## src/rtl/fetch_unit_pkg.sv

```systemverilog
// -----------------------------------------------------------------------------
// fetch_unit_pkg
//   Shared constants and types for the instruction fetch unit.
//   NOP     : canonical no-op encoding (addi x0, x0, 0)
//   PC_STEP : byte distance between sequential instruction fetches
//   fetch_entry_t : one instruction-queue entry {pc, instr}
// -----------------------------------------------------------------------------
package fetch_unit_pkg;

  localparam logic [31:0] NOP     = 32'h0000_0013;
  localparam logic [31:0] PC_STEP = 32'd4;

  typedef struct packed {
    logic [31:0] pc;
    logic [31:0] instr;
  } fetch_entry_t;

endpackage : fetch_unit_pkg

```

## src/rtl/fetch_fifo.sv

```systemverilog
// -----------------------------------------------------------------------------
// fetch_fifo
//   Small synchronous circular FIFO with flush. The head is presented
//   combinationally on rdata (zero while empty).
//   Ports:
//     clk_i  : clock, rising edge
//     rst_i  : synchronous active-low reset
//     push   : write wdata (taken when not full, or when full and popping)
//     wdata  : data to write
//     pop    : drop the head (ignored while empty)
//     flush  : empty the FIFO; overrides push and pop
//     rdata  : head entry, '0 when empty
//     count  : number of stored entries
//     full   : count == DEPTH
//     empty  : count == 0
// -----------------------------------------------------------------------------
module fetch_fifo #(
  parameter int WIDTH = 32,
  parameter int DEPTH = 2
) (
  input  logic                       clk_i,
  input  logic                       rst_i,
  input  logic                       push,
  input  logic [WIDTH-1:0]           wdata,
  input  logic                       pop,
  input  logic                       flush,
  output logic [WIDTH-1:0]           rdata,
  output logic [$clog2(DEPTH+1)-1:0] count,
  output logic                       full,
  output logic                       empty
);

  localparam int CW = $clog2(DEPTH + 1);
  localparam int AW = (DEPTH > 1) ? $clog2(DEPTH) : 1;
  localparam logic [CW-1:0] CNT_ONE  = CW'(1);
  localparam logic [CW-1:0] CNT_FULL = CW'(DEPTH);
  localparam logic [AW-1:0] PTR_LAST = AW'(DEPTH - 1);

  logic [WIDTH-1:0] mem [DEPTH];
  logic [AW-1:0]    rd_ptr, wr_ptr;
  logic [CW-1:0]    cnt_q;
  logic             do_push, do_pop;

  // Pointers wrap explicitly so DEPTH need not be a power of two.
  function automatic logic [AW-1:0] ptr_inc(input logic [AW-1:0] p);
    return (p == PTR_LAST) ? '0 : p + AW'(1);
  endfunction

  assign full    = (cnt_q == CNT_FULL);
  assign empty   = (cnt_q == '0);
  assign count   = cnt_q;
  assign do_push = push && (!full || pop);
  assign do_pop  = pop && !empty;
  assign rdata   = empty ? '0 : mem[rd_ptr];

  // NOTE: sequential state uses non-blocking (<=) so every register samples
  // the pre-edge values, independent of statement order.
  always_ff @(posedge clk_i) begin
    if (!rst_i || flush) begin
      rd_ptr <= '0;
      wr_ptr <= '0;
      cnt_q  <= '0;
    end else begin
      if (do_push) wr_ptr <= ptr_inc(wr_ptr);
      if (do_pop)  rd_ptr <= ptr_inc(rd_ptr);
      case ({do_push, do_pop})
        2'b10:   cnt_q <= cnt_q + CNT_ONE;
        2'b01:   cnt_q <= cnt_q - CNT_ONE;
        default: cnt_q <= cnt_q;
      endcase
    end
  end

  // NOTE: storage is deliberately not reset; validity is carried entirely by
  // the pointers and count, and rdata is masked to zero while empty.
  always_ff @(posedge clk_i) begin
    if (rst_i && !flush && do_push) mem[wr_ptr] <= wdata;
  end

endmodule : fetch_fifo

```

## src/rtl/fetch_unit.sv

```systemverilog
// -----------------------------------------------------------------------------
// fetch_unit
//   Instruction fetch stage. Issues sequential requests to instruction memory
//   under a credit limit (queued + in-flight <= DEPTH), pairs in-order
//   responses with their PCs and buffers them for the decode stage. A redirect
//   restarts fetching at a new word-aligned PC and discards every response
//   still owed by memory.
//   Ports:
//     clk_i, rst_i        : clock, synchronous active-low reset
//     start_i             : fetch enable
//     imem_req_o/addr_o   : request and its address (the PC register)
//     imem_gnt_i          : request accepted this cycle
//     imem_rvalid_i/rdata : in-order response
//     redirect_i/pc_i     : branch/jump redirect strobe and target
//     stall_i             : downstream not accepting this cycle
//     instr_valid_o, instr_o, instr_pc_o : instruction-queue head
// -----------------------------------------------------------------------------
module fetch_unit
  import fetch_unit_pkg::*;
#(
  parameter int          DEPTH    = 2,
  parameter logic [31:0] RESET_PC = 32'h0000_0000
) (
  input  logic        clk_i,
  input  logic        rst_i,
  input  logic        start_i,
  output logic        imem_req_o,
  output logic [31:0] imem_addr_o,
  input  logic        imem_gnt_i,
  input  logic        imem_rvalid_i,
  input  logic [31:0] imem_rdata_i,
  input  logic        redirect_i,
  input  logic [31:0] redirect_pc_i,
  input  logic        stall_i,
  output logic        instr_valid_o,
  output logic [31:0] instr_o,
  output logic [31:0] instr_pc_o
);

  localparam int CW = $clog2(DEPTH + 1);
  localparam logic [CW-1:0]   CNT_ONE = CW'(1);
  localparam logic [CW:0]     CREDITS = (CW+1)'(DEPTH);
  localparam int              EW      = $bits(fetch_entry_t);

  logic [31:0]   pc_q;
  logic [CW-1:0] outstanding_q, outstanding_d;
  logic [CW-1:0] discard_q, discard_d;

  logic          grant;
  logic          rvalid_live;  // response that belongs to a request we own
  logic          accept;       // response kept and enqueued
  logic          drop;         // stale response after a redirect
  logic          dequeue;
  logic          credit_ok;

  logic [CW-1:0] q_count;
  logic          q_full, q_empty;
  logic [EW-1:0] q_rdata;
  fetch_entry_t  q_wentry, q_head;

  logic [31:0]   f_rdata;
  logic [CW-1:0] f_count;
  logic          f_full, f_empty;

  // ---------------------------------------------------------------------------
  // Request side
  // ---------------------------------------------------------------------------
  assign credit_ok   = ({1'b0, q_count} + {1'b0, outstanding_q}) < CREDITS;
  // Gating with rst_i keeps the request low during reset even though the
  // rest of the condition is combinational on live inputs.
  assign imem_req_o  = rst_i && start_i && !redirect_i && credit_ok;
  assign imem_addr_o = pc_q;
  assign grant       = imem_req_o && imem_gnt_i;

  // ---------------------------------------------------------------------------
  // Response side
  // ---------------------------------------------------------------------------
  // A response with nothing outstanding (e.g. one granted before a reset)
  // is ignored entirely.
  assign rvalid_live = imem_rvalid_i && (outstanding_q != '0);
  assign accept      = rvalid_live && (discard_q == '0);
  assign drop        = rvalid_live && (discard_q != '0);
  assign dequeue     = instr_valid_o && !stall_i;

  // NOTE: every signal assigned in always_comb gets a default first, so no
  // path leaves it unassigned and no latch is inferred.
  always_comb begin
    outstanding_d = outstanding_q;
    discard_d     = discard_q;
    if (redirect_i) begin
      // Everything still owed by memory becomes stale, less a response that
      // lands in this very cycle.
      outstanding_d = outstanding_q - (rvalid_live ? CNT_ONE : '0);
      discard_d     = outstanding_d;
    end else begin
      if (grant && !rvalid_live)      outstanding_d = outstanding_q + CNT_ONE;
      else if (!grant && rvalid_live) outstanding_d = outstanding_q - CNT_ONE;
      if (drop)                       discard_d     = discard_q - CNT_ONE;
    end
  end

  always_ff @(posedge clk_i) begin
    if (!rst_i) begin
      pc_q          <= RESET_PC;
      outstanding_q <= '0;
      discard_q     <= '0;
    end else begin
      outstanding_q <= outstanding_d;
      discard_q     <= discard_d;
      if (redirect_i)  pc_q <= {redirect_pc_i[31:2], 2'b00};
      else if (grant)  pc_q <= pc_q + PC_STEP;
    end
  end

  // ---------------------------------------------------------------------------
  // In-flight PC FIFO: PCs of granted, not yet answered, non-stale requests.
  // ---------------------------------------------------------------------------
  fetch_fifo #(
    .WIDTH (32),
    .DEPTH (DEPTH)
  ) u_inflight (
    .clk_i (clk_i),
    .rst_i (rst_i),
    .push  (grant),
    .wdata (pc_q),
    .pop   (accept),
    .flush (redirect_i),
    .rdata (f_rdata),
    .count (f_count),
    .full  (f_full),
    .empty (f_empty)
  );

  // ---------------------------------------------------------------------------
  // Instruction queue. Writes land at the clock edge, so a response is first
  // visible on the outputs the cycle after rvalid.
  // ---------------------------------------------------------------------------
  assign q_wentry = '{pc: f_rdata, instr: imem_rdata_i};

  fetch_fifo #(
    .WIDTH (EW),
    .DEPTH (DEPTH)
  ) u_iqueue (
    .clk_i (clk_i),
    .rst_i (rst_i),
    .push  (accept),
    .wdata (q_wentry),
    .pop   (dequeue),
    .flush (redirect_i),
    .rdata (q_rdata),
    .count (q_count),
    .full  (q_full),
    .empty (q_empty)
  );

  assign q_head        = q_rdata;
  assign instr_valid_o = !q_empty;
  assign instr_o       = q_head.instr;
  assign instr_pc_o    = q_head.pc;

  // Status outputs of the FIFOs that the credit scheme makes redundant here.
  logic unused_fifo_status;
  assign unused_fifo_status = ^{f_count, f_full, f_empty, q_full};

endmodule : fetch_unit
```

## config.mk

```make
export PLATFORM = sky130hd
export DESIGN_NAME = fetch_unit
export DESIGN_NICKNAME = d
export VERILOG_FILES = /design/src/rtl/fetch_unit_pkg.sv /design/src/rtl/fetch_fifo.sv /design/src/rtl/fetch_unit.sv
export SDC_FILE = /design/constraint.sdc
export NUM_CORES = 1
export LEC_CHECK = 0
export CAP_MARGIN = 30
export CELL_PAD_IN_SITES_DETAIL_PLACEMENT = 1
export CELL_PAD_IN_SITES_GLOBAL_PLACEMENT = 2
export CORE_MARGIN = 2
export CORE_UTILIZATION = 25
export CTS_BUF_LIST = sky130_fd_sc_hd__clkbuf_4
export CTS_CLUSTER_SIZE = 8
export DETAILED_ROUTE_END_ITERATION = 6
export GPL_ROUTABILITY_DRIVEN = 1
export PLACE_DENSITY = 0.57
export RECOVER_POWER = 25
export REMOVE_ABC_BUFFERS = 1
export SYNTH_ARGS = -nofsm -noshare
export SYNTH_HDL_FRONTEND = slang
export SYNTH_SLANG_ARGS = --single-unit
```

## constraint.sdc

```tcl
create_clock -name clk_i -period 6.6 [get_ports clk_i]
set_clock_uncertainty 0.15 [all_clocks]
set_input_delay 0.66 -clock clk_i [delete_from_list [all_inputs] [get_ports clk_i]]
set_output_delay 0.66 -clock clk_i [all_outputs]
set_load 0.1 [all_outputs]
```

==> results of run 1 <==
==> logic make-up (layout without fill, tap and decap cells) <==
logic type / after synthesis / count (layout) / synth area share, %
buffers and inverters: 53 / 308 / 2.41
AOI/OAI and AO/OA: 74 / 74 / 4.85
xor gates and xnor gates: 33 / 33 / 3.06
muxes: 94 / 94 / 9.97
DFF: 228 / 228 / 67.8
adders and majority gates: 6 / 6 / 0.874
and+or+nand+nor: 212 / 212 / 11.0
other: 1 / 5 / 0.0397
==> where the power goes <==
group / internal [mW] / switching (mW) / leakage [nW]
combinational: 0.108 / 0.244 / 1.52
clock: 0.770 / 0.613 / 0.530
sequential: 1.58 / 0.0328 / 2.16
==> cells in the mapped netlist (2+ instances only) <==
master,n
sky130_fd_sc_hd__or3_1,2
sky130_fd_sc_hd__nand3_1,14
sky130_fd_sc_hd__a41oi_1,2
sky130_fd_sc_hd__buf_1,8
sky130_fd_sc_hd__o211a_1,6
sky130_fd_sc_hd__and3_1,6
sky130_fd_sc_hd__o2bb2ai_1,2
sky130_fd_sc_hd__a221oi_1,2
sky130_fd_sc_hd__edfxtp_1,184
sky130_fd_sc_hd__a21oi_1,19
sky130_fd_sc_hd__nor2_1,108
sky130_fd_sc_hd__xnor2_1,20
sky130_fd_sc_hd__inv_1,11
sky130_fd_sc_hd__buf_2,2
sky130_fd_sc_hd__nand2_1,37
sky130_fd_sc_hd__and4_1,2
sky130_fd_sc_hd__nor3_1,11
sky130_fd_sc_hd__and2_1,5
sky130_fd_sc_hd__buf_4,5
sky130_fd_sc_hd__mux2i_1,93
sky130_fd_sc_hd__nand4_1,9
sky130_fd_sc_hd__o21a_1,3
sky130_fd_sc_hd__xor2_1,13
sky130_fd_sc_hd__clkbuf_1,26
sky130_fd_sc_hd__ha_1,5
sky130_fd_sc_hd__nor4_4,4
sky130_fd_sc_hd__o21ai_0,29
sky130_fd_sc_hd__nor2b_1,4
sky130_fd_sc_hd__dfxtp_1,44
==> metrics by stage <==
step | std cells | utilization (%) | power (mW)
after global routing | 1471 | 33.9 | 3.53
after global placement | 1344 | 31.1 | 1.99
after floorplan | 662 | - | 1.86
after CTS | 1470 | 33.9 | 3.44
after detailed placement | 1351 | 31.6 | 2.00
final | 1471 | 33.9 | 3.34
==> worst max-delay path by stage <==
stage | from | to | slack [ps] | depth (start not counted)
after detailed placement | rst_i | imem_req_o | 2460 | 6
final | register | instr_pc_o[27] | 2240 | 4
after global routing | register | instr_pc_o[10] | 1940 | 4
after global placement | rst_i | imem_req_o | 2400 | 6
after CTS | register | instr_pc_o[8] | 2020 | 4
after floorplan | redirect_i | u_iqueue.mem[0][0] | 550 | 2
==> flip-flops by register name, summed over array words and instances, names as in the netlist, named ones only <==
name               count
discard_q              2
u_inflight.wr_ptr      1
u_inflight.count       2
u_inflight.rd_ptr      1
u_iqueue.count         2
u_iqueue.rd_ptr        1
u_inflight.mem        60
imem_addr_o           30
u_iqueue.mem         124
u_iqueue.wr_ptr        1
outstanding_q          2
==> worst max-delay path, stage by stage (launching register included) <==
cell and delay [ps]:
sky130_fd_sc_hd__dfxtp_4 630, sky130_fd_sc_hd__buf_4 710, sky130_fd_sc_hd__mux2i_1 200, sky130_fd_sc_hd__nor2_1 120
sky130_fd_sc_hd__clkdlybuf4s50_1 1180
==> final cells by class <==
| type | count | area share (%) |
|---|---|---|
| Antenna cell | 1 | 0.0197 |
| Clock buffer | 100 | 5.91 |
| Clock inverter | 19 | 1.01 |
| Inverter | 11 | 0.325 |
| Multi-Input combinational cell | 423 | 22.5 |
| Sequential cell | 228 | 50.5 |
| Tap cell | 511 | 5.03 |
| Timing Repair Buffer | 178 | 14.7 |
==> routing by layer <==
layer / part of all wire [%] / wire length [um]
met5: 0 / 0
met4: 1.8 / 452
met3: 6.0 / 1530
met2: 49 / 12600
met1: 43 / 10900
==> cell usage in the layout, fill, tap and decap left out, types with 11 or more instances in the layout <==
cell type,instances
sky130_fd_sc_hd__edfxtp_1,184
sky130_fd_sc_hd__clkdlybuf4s50_1,130
sky130_fd_sc_hd__nor2_1,104
sky130_fd_sc_hd__clkbuf_4,100
sky130_fd_sc_hd__mux2i_1,93
sky130_fd_sc_hd__dfxtp_1,42
sky130_fd_sc_hd__nand2_1,37
sky130_fd_sc_hd__dlygate4sd3_1,32
sky130_fd_sc_hd__o21ai_0,29
sky130_fd_sc_hd__xnor2_1,20
sky130_fd_sc_hd__a21oi_1,19
sky130_fd_sc_hd__nand3_1,14
sky130_fd_sc_hd__xor2_1,13
sky130_fd_sc_hd__inv_1,11
sky130_fd_sc_hd__clkinv_1,11
==> parameters.txt, run 1 <==
Parameter                              Value

Layout
  Post-Layout Inst Area ... 12700 um2
  Fraction of final layout cells with drive strength greater than 1 ... 14.8%
  Footprint of the multi-input gates ... 2860 um2
  Area grow syn2layout ... 34.5%
  Post-layout net count ... 987
  Flip-flop and latch area ... 6410 um2
  Fillers ... 4109

Run status
  Status ... finished with violations
  Violations in the final reports ... capacitance limit, slew limit

Worst setup path
  Endpoint of the worst register-to-register path ... u_inflight.mem[0][28]
  Startpoint Class ... register
  Crit Path Max Fanout ... 42
  Nature of the critical path endpoint ... primary output
  Reg2Reg Launch Point ... u_iqueue.count[0]
  Number of cells on the worst reg-to-reg path ... 7
  Register-to-register path setup slack ... 2970 ps
  CP Data Required Time ... 5790 ps
  Critical path type ... register to primary output
  Crit path arrival time ... 3550 ps

Clock tree
  Clock tree from TritonCTS ... yes
  Cells resized by post-CTS repair ... 0
  Sink count of the clock tree ... 228
  Level count of the clock H-tree ... 3
  Clock latency of the later-clocked register in the worst-skew pair ... 690 ps
  Number of buffers on the longest clock path ... 3
  Root buffer selected by CTS ... sky130_fd_sc_hd__clkbuf_4
  CTS hold repair buffers ... 0
  Postcts setup bufs ... 0
  Number of buffers created by CTS ... 68
  Clock transition at the registers of the reported paths ... 60 ps

STA
  Hold violation total from the final report ... 0
  Worst slew margin relative to its limit ... -19.7%
  Slew of the pin with the lowest slew margin ... 1800 ps
  Max-slew violation total from the final report ... 32
  Final period utilization ... 66.1%
  Crit path setup slack, layout ... 2240 ps
  Maximum frequency from static timing analysis ... 229 MHz
  Final setup violation count ... 0
  Sum of negative setup slack ... 0 ps
  Unrepaired setup endpoints after global routing ... false
  Final-layout worst hold slack ... 363 ps
  Tmin final ... 4360 ps

Routing
  Number of nets with antenna violations after detailed routing ... 0
  Routed WL per cell ... 17.3 um
  First-iteration detailed-routing DRC count ... 151
  First drt pass iteration count ... 4
  Remaining DRCs ... 0
  Via count normalized by instance count ... 4.28
  Total via count after detailed routing ... 6298
  DRT Wirelength ... 25500 um

GRT
  Global route total overflow ... 0
  Peak-usage layer in the global routing report ... met2
  Pin count of the biggest net entering global routing ... 48
  Global Route met1 Usage ... 15.4%
  Vias in the first global route ... 6762
  Global Route Usage Sum ... 13.3%
  GR Util met3 ... 4.05%
  Met2 Track Usage GR ... 22.7%
  First-pass GRT wire length ... 38800 um
  Number of antenna violations at the first check in global routing ... 1

Synthesis
  Area share of the largest cell type after synthesis ... 58.5%
  Post-synthesis register bit count ... 228
  Largest area contributor in the netlist ... sky130_fd_sc_hd__edfxtp_1
  Main area contributors after synthesis ... sky130_fd_sc_hd__edfxtp_1 58%, sky130_fd_sc_hd__mux2i_1 9.9%, sky130_fd_sc_hd__dfxtp_1 9.3%
  Async set or reset register ratio after synthesis ... 0%
  EDFF count, synth ... 184
  Sequential element share of the synthesized area ... 67.8%
  Number of distinct library cell variants in the gate-level netlist after synthesis ... 54
  Main synth FF type ... sky130_fd_sc_hd__edfxtp_1
  Area of the mapped netlist ... 9450 um2
  Per-instance average area after synthesis ... 13.5 um2
  Number of standard cells after synthesis ... 701
  Syn. warnings ... 0

Floorplan
  Number of rows in the core area ... 71
  I/O pin count ... 169
  Starting density of the core ... 25.2%
  Die W ... 198 um
  Chip Height ... 198 um
  Core ar. ... 37500 um2
  Floorplan die area ... 39400 um2

Flow run
  Count of maximum capacitance violations ... 1

Min path
  Hold path depth ... 2
  Worst hold path startpoint ... u_iqueue.rd_ptr
  Class of the tightest hold or removal check ... register to register
  Worst hold path endpoint ... u_iqueue.rd_ptr

Power
  Leakage power ... 4.21 nW
  Maximum vdd ir drop ... 0.0847 mV
  Power density relative to cell area ... 263 nW/um2

Place
  Pre-CTS worst setup slack ... 2460 ps
  Number of port buffers ... 162
  Detailed placer's ending HPWL ... 16200 um
  GPL Wtd Cong ... 0.668
  Dpl cell area ... 11800 um2
(Power assumes the default switching activity.)
==> run 2, diff against run 1 <==
--- a/config.mk
+++ b/config.mk
@@ -14,7 +14,7 @@
 export CTS_CLUSTER_SIZE = 8
 export DETAILED_ROUTE_END_ITERATION = 6
 export GPL_ROUTABILITY_DRIVEN = 1
-export PLACE_DENSITY = 0.57
+export PLACE_DENSITY = 0.59
 export RECOVER_POWER = 25
 export REMOVE_ABC_BUFFERS = 1
 export SYNTH_ARGS = -nofsm -noshare
==> constraint.sdc (replaced) <==
create_clock -name clk_i -period 3.91 [get_ports clk_i]
set_clock_uncertainty 0.15 [all_clocks]
set_input_delay 0.391 -clock clk_i [delete_from_list [all_inputs] [get_ports clk_i]]
set_output_delay 0.391 -clock clk_i [all_outputs]
set_load 0.1 [all_outputs]
==> parameters.txt, run 2 (synthesis gave the netlist of run 1 again) <==
Parameter                              Value

Run status
  Status ... finished with violations
  Violations in the final reports ... capacitance limit, slew limit

Layout
  Most common cell after layout, fill and taps aside ... sky130_fd_sc_hd__edfxtp_1
  Fraction of final layout cells with drive strength greater than 1 ... 21.0% (+6.2 points)
  Area grow syn2layout ... 34.8%
  Most flops, register ... u_iqueue.mem
  Util after Layout ... 34.0% (+0.077 points)
  Final non-filler cell total ... 1484 (+0.88%)
  Leading cell types in the layout, fill and taps excluded ... 184 x sky130_fd_sc_hd__edfxtp_1, 106 x sky130_fd_sc_hd__clkbuf_4, 104 x sky130_fd_sc_hd__nor2_1
  Post-Layout Inst Area ... 12700 um2 (+0.23%)
  Max reg flops ... 124 (unchanged)
  Post-layout net count ... 998 (+1.1%)

Floorplan
  Die W ... 198 um (unchanged)
  I/O pin count ... 169 (unchanged)
  Chip Height ... 198 um (unchanged)
  Number of rows in the core area ... 71 (unchanged)
  Floorplan die area ... 39400 um2 (unchanged)
  Core ar. ... 37500 um2 (unchanged)
  Starting density of the core ... 25.2% (unchanged)

GRT
  GR Util met3 ... 3.71% (-0.34 points)
  Vias in the first global route ... 6465 (-4.4%)
  First-pass GRT wire length ... 37600 um (-3.1%)
  Pin count of the biggest net entering global routing ... 41 (-15%)
  Global route total overflow ... 0 (unchanged)
  Global Route Usage Sum ... 12.9% (-0.36 points)
  Met2 Track Usage GR ... 21.9% (-0.82 points)
  Number of antenna violations at the first check in global routing ... 1 (unchanged)
  Global Route met1 Usage ... 15.3% (-0.16 points)
  Peak-usage layer in the global routing report ... met2

Flow run
  Count of maximum capacitance violations ... 1 (unchanged)

Routing
  First drt pass iteration count ... 6 (+2)
  Remaining DRCs ... 0 (unchanged)
  Total via count after detailed routing ... 6253 (-0.71%)
  Routed WL per cell ... 17.0 um (-1.7%)
  Number of nets with antenna violations after detailed routing ... 0 (unchanged)
  First-iteration detailed-routing DRC count ... 198 (+31%)
  DRT Wirelength ... 25300 um (-0.85%)
  Via count normalized by instance count ... 4.21 (-1.6%)

STA
  Worst slew margin relative to its limit ... -16.6% (+3.1 points)
  Slew of the pin with the lowest slew margin ... 1750 ps (-46.2 ps)
  Maximum frequency from static timing analysis ... 288 MHz
  Final period utilization ... 88.9%
  Unrepaired setup endpoints after global routing ... false
  Tmin final ... 3480 ps
  Final setup violation count ... 0 (unchanged)
  Max-slew violation total from the final report ... 32 (unchanged)
  Hold violation total from the final report ... 0 (unchanged)

Place
  Detailed placer's ending HPWL ... 16800 um (+3.7%)
  Dpl cell area ... 11800 um2 (-0.11%)
  Number of placed instances with taps included ... 1364 (+0.96%)
  Number of port buffers ... 162 (unchanged)
  GPL Wtd Cong ... 0.701 (+4.9%)

Clock tree
  Level count of the clock H-tree ... 3 (unchanged)
  Clock transition at the registers of the reported paths ... 60 ps (about the same)
  Root buffer selected by CTS ... sky130_fd_sc_hd__clkbuf_4
  Cells resized by post-CTS repair ... 0 (unchanged)
  Postcts setup bufs ... 0 (unchanged)
  Sink count of the clock tree ... 228 (unchanged)
  Number of buffers on the longest clock path ... 3 (unchanged)
  Number of buffers created by CTS ... 66 (-2.9%)
  CTS hold repair buffers ... 0 (unchanged)
  Clock tree from TritonCTS ... yes
  Clock latency of the later-clocked register in the worst-skew pair ... 680 ps (about the same)

Power
  Internal power summed over all cells ... 4.27 mW (+74%)
  Maximum vdd ir drop ... 0.152 mV (+80%)
  Sequential cell fraction of total power ... 47.3% (-0.8 points)
  Leakage power ... 4.39 nW (+4.2%)
  Fraction of power consumed by combinational cells ... 10.6% (about the same)
  Switching pwr ... 1.46 mW (+65%)
  Net Sw Frac ... 25.5% (-1.1 points)
  Power density relative to cell area ... 450 nW/um2 (+71%)
  Clock share of power ... 42.0% (+0.6 points)

Min path
  Hold path depth ... 3 (+1)
  Class of the tightest hold or removal check ... primary input to register
  Worst hold path endpoint ... imem_addr_o[14]
  Worst hold path startpoint ... redirect_pc_i[14]

Worst setup path
  Crit path arrival time ... 2940 ps (-610 ps)
  CP Data Required Time ... 3370 ps (-2420 ps)
  Critical path type ... register to primary output
  Crit Path Max Fanout ... 22 (-48%)
  Register-to-register path setup slack ... 790 ps (-2180 ps)
  Number of cells on the worst reg-to-reg path ... 7 (unchanged)
  Startpoint Class ... register
  Endpoint of the worst register-to-register path ... u_inflight.mem[1][24]
  Reg2Reg Launch Point ... u_iqueue.count[0]
  Nature of the critical path endpoint ... primary output
-- run 2: layout make-up --
| type | instances | area (um2) |
|---|---|---|
| Fill cell | 4096 | 24800 |
| Sequential cell | 228 | 6410 |
| Multi-Input combinational cell | 423 | 2860 |
| Timing Repair Buffer | 191 | 1850 |
| Clock buffer | 106 | 796 |
| Tap cell | 511 | 639 |
| Clock inverter | 13 | 129 |
| Inverter | 11 | 41.3 |
| Antenna cell | 1 | 2.50 |
-- run 2: per-layer routing --
metal | part of all wire, % | routed length (um)
met1 | 43 | 10900
met3 | 5.6 | 1430
met5 | 0 | 0
met4 | 2.1 | 535
met2 | 49 | 12400
-- run 2: how the worst max path moves through the flow --
| stage | from | to | slack [ps] | depth (start not counted) |
|---|---|---|---|---|
| finish | u_iqueue.count[0] | instr_pc_o[13] | 430 | 4 |
| detailed placement | u_iqueue.count[0] | u_inflight.mem[1][23] | 750 | 7 |
| global route | u_iqueue.count[0] | instr_pc_o[13] | 250 | 4 |
| floorplan | outstanding_q[1] | u_iqueue.mem[0][0] | -1940 | 3 |
| global placement | u_iqueue.count[0] | u_inflight.mem[1][25] | 790 | 7 |
| CTS | u_iqueue.count[0] | instr_pc_o[13] | 280 | 4 |
-- run 2: power by group through the flow --
| stage | combinational, mW | clock (mW) | sequential, mW |
|---|---|---|---|
| after floorplan | 0.241 | 0 | 2.90 |
| after detailed placement | 0.624 | 0 | 2.77 |
| after global placement | 0.601 | 0 | 2.77 |
| final | 0.610 | 2.41 | 2.72 |
| after global routing | 0.646 | 2.65 | 2.72 |
| after CTS | 0.626 | 2.53 | 2.72 |
-- run 2: through the flow --
stage	hold slack, ps	setup WS [ps]	total power [mW]	setup TNS (ps)
after global placement	350	789	3.37	0
final	119	433	5.74	0
after floorplan	317	-1940	3.14	-265180
after global routing	65.9	248	6.02	0
after detailed placement	360	753	3.39	0
after CTS	3.73	276	5.87	0
-- run 2: critical path: stages (launching register included) --
cell and delay [ps]:
sky130_fd_sc_hd__dfxtp_1 380, sky130_fd_sc_hd__nor2_4 550, sky130_fd_sc_hd__buf_4 280, sky130_fd_sc_hd__nor2_1 60, sky130_fd_sc_hd__clkdlybuf4s50_1 970
==> run 3, diff against run 2 <==
--- a/config.mk
+++ b/config.mk
@@ -11,7 +11,6 @@
 export CORE_MARGIN = 2
 export CORE_UTILIZATION = 25
 export CTS_BUF_LIST = sky130_fd_sc_hd__clkbuf_4
-export CTS_CLUSTER_SIZE = 8
 export DETAILED_ROUTE_END_ITERATION = 6
 export GPL_ROUTABILITY_DRIVEN = 1
 export PLACE_DENSITY = 0.59
==> results of run 3 <==
Same layout as run 2: the final DEF is identical, and so are final timing and power.
==> edit (flow settings as in run 1) <==
`DEPTH` is set to 2 in 2 places; all go to 8.
--- a/src/rtl/fetch_fifo.sv
+++ b/src/rtl/fetch_fifo.sv
@@ -16,7 +16,7 @@
 // -----------------------------------------------------------------------------
 module fetch_fifo #(
   parameter int WIDTH = 32,
-  parameter int DEPTH = 2
+  parameter int DEPTH = 8
 ) (
   input  logic                       clk_i,
   input  logic                       rst_i,
--- a/src/rtl/fetch_unit.sv
+++ b/src/rtl/fetch_unit.sv
@@ -18,7 +18,7 @@
 module fetch_unit
   import fetch_unit_pkg::*;
 #(
-  parameter int          DEPTH    = 2,
+  parameter int          DEPTH    = 8,
   parameter logic [31:0] RESET_PC = 32'h0000_0000
 ) (
   input  logic        clk_i,
Function: changed (a bounded check fails within 4 cycles, from zero or initial values and one cycle with rst_i low).
==> edit against run 1 <==
Synthesized area rose to 3.3 times the old value. Via count rose to 2.7 times the old value. Setup slack worse by 0.89 ns. Critical path type unchanged. Final area rose to 3.0 times the old value. Die area rose to 3.3 times the old value. Global-route usage down 0.64 points. Critical endpoint is now instr_pc_o[31]. Wire length rose to 3.2 times the old value. Total power rose to 3.3 times the old value. Register-to-register slack worse by 0.29 ns. Sequential power rose to 3.5 times the old value. First-iteration DRC count rose to 5.8 times the old value. Largest cell class unchanged. Sequential cell count up 572.
==> edit: results (changes against run 1) <==
metric	value	unit	change
multi-input logic area	7880	um2	+180%
Compound-Gate Fraction of Synth Area	2.58	%	-2.3 points
Yosys Warn Count	0		unchanged
family with the most delay on the worst path	buffers and inverters		
largest net degree at the start of global routing	63		+31%
post-synthesis xor/xnor area fraction	0.570	%	-2.5 points
Synth Area per Inst	19.4	um2	+44%
CP max-delay cell	clkdlybuf4s50_1		
Hold Crit Class	primary input to flip-flop		
Distinct cells, synth	69		+28%
ys async rst share	0	%	unchanged
Starting Density	25.2	%	about the same
slew margin rel.	33.2	%	+53 points
number of vias per cell	4.43		+3.4%
initial antenna violation count	5		+4
CP Data Arrival Time	4.44	ns	+0.89 ns
share of post-route cells with drive strength above 1	28.5	%	+14 points
Synth area leaders	edfxtp_1, mux4_2, dfxtp_1, mux2i_1, nor2_1		
EDFF count, synth	736		+300%
Max stage delay on crit path	0.98	ns	-0.20 ns
Inserted Clock Buffers	211		+210%
drt first pass iters	5		+1
post-synthesis mux area share	16.3	%	+6.3 points
CTS root buf	clkbuf_4		
max reg flops	496		+300%
register area share after synthesis	73.9	%	+6.1 points
vias in the first global route	18678		+180%
worst IR drop on VDD	0.145	mV	+71%
DP Wirelength	47800	um	+190%
# port buffers	162		unchanged
fillcell total	12978		+220%
clock buffer depth	3		unchanged
Setup Fix Bufs, Post-CTS	0		unchanged
Lkg Pwr	11.7	nW	+180%
GRT Overall Usage	12.7	%	-0.64 points
htree depth	4		+1
Post-synth top cells	edfxtp_1, mux4_2, nor2_1		
DRC	0		unchanged
worst-path maximum fanout	25		-40%
final setup fails	0		unchanged
Routed WL	81600	um	+220%
sw frac	26.6	%	about the same
gpl congestion	0.710		+6.3%
clock latency on the worst-skew pair	1.07	ns	+0.38 ns
dpl cells	3417		+150%
post-synthesis adder-cell area fraction	1.14	%	+0.27 points
1st-iter DRT viols	877		+480%
first-pass GRT wire length	122000	um	+210%
status	completed		
nets	2083		+110%
Area after DPL	35900	um2	+200%
Non-Filler Instances	3814		+160%
clock slew at reported path FFs	0.06	ns	about the same
dpl ws	2.04	ns	-0.423 ns
Biggest register	u_iqueue.mem		
[edit: cell count changes in the layout (fill, tap and decap cells not counted), moves of 23 or more]
cell / delta
buf_4: +32
nor2_1: +23
mux4_2: +184
clkinv_1: +50
edfxtp_1: +552
a21oi_1: +29
clkbuf_4: +199
[edit: power by group through the flow]
| stage | Clock [mW] | Combinational (mW) | Sequential, mW |
|---|---|---|---|
| finish | 4.18 | 1.08 | 5.66 |
| floorplan | 0 | 0.643 | 5.82 |
| CTS | 4.37 | 1.10 | 5.66 |
| global route | 4.63 | 1.15 | 5.66 |
| detailed placement | 0 | 1.10 | 5.77 |
| global placement | 0 | 1.04 | 5.76 |
[edit: repair_timing]
action,in CTS,in global routing
hold endpoints to repair,5,0
hold buffers,5,0
gates resized for setup,0,0
setup endpoints to repair,0,0
[edit: area by class of cell]
class	instances	area share (%)
Sequential cell	800	60.6
Multi-Input combinational cell	722	20.4
Timing Repair Buffer	228	6.53
Clock buffer	299	5.81
Tap cell	1650	5.34
Clock inverter	87	1.07
Inverter	22	0.214
Antenna cell	6	0.0389
[edit: final timing paths]
check | startpoint | slack [ns] | cells after the start | to
max reg2reg | discard_q[0] | 2.68 | 8 | u_iqueue.mem[3][62]
max | flip-flop | 1.35 | 6 | instr_pc_o[31]
min | redirect_pc_i[23] | 0.16 | 3 | imem_addr_o[23]
min reg2reg | discard_q[3] | 0.32 | 2 | discard_q[3]
[edit: routing by layer]
metal	track usage, %	part of all wire (%)
met2	21.4	50
met5	0	0
met4	3.90	1.6
met1	15.9	44
met3	3.27	5.1
[edit: worst min-delay path, cell delays in order]
cell	delay [ns]
clkdlybuf4s50_1	0.42
o21ai_0	0.16
a21oi_1	0.04
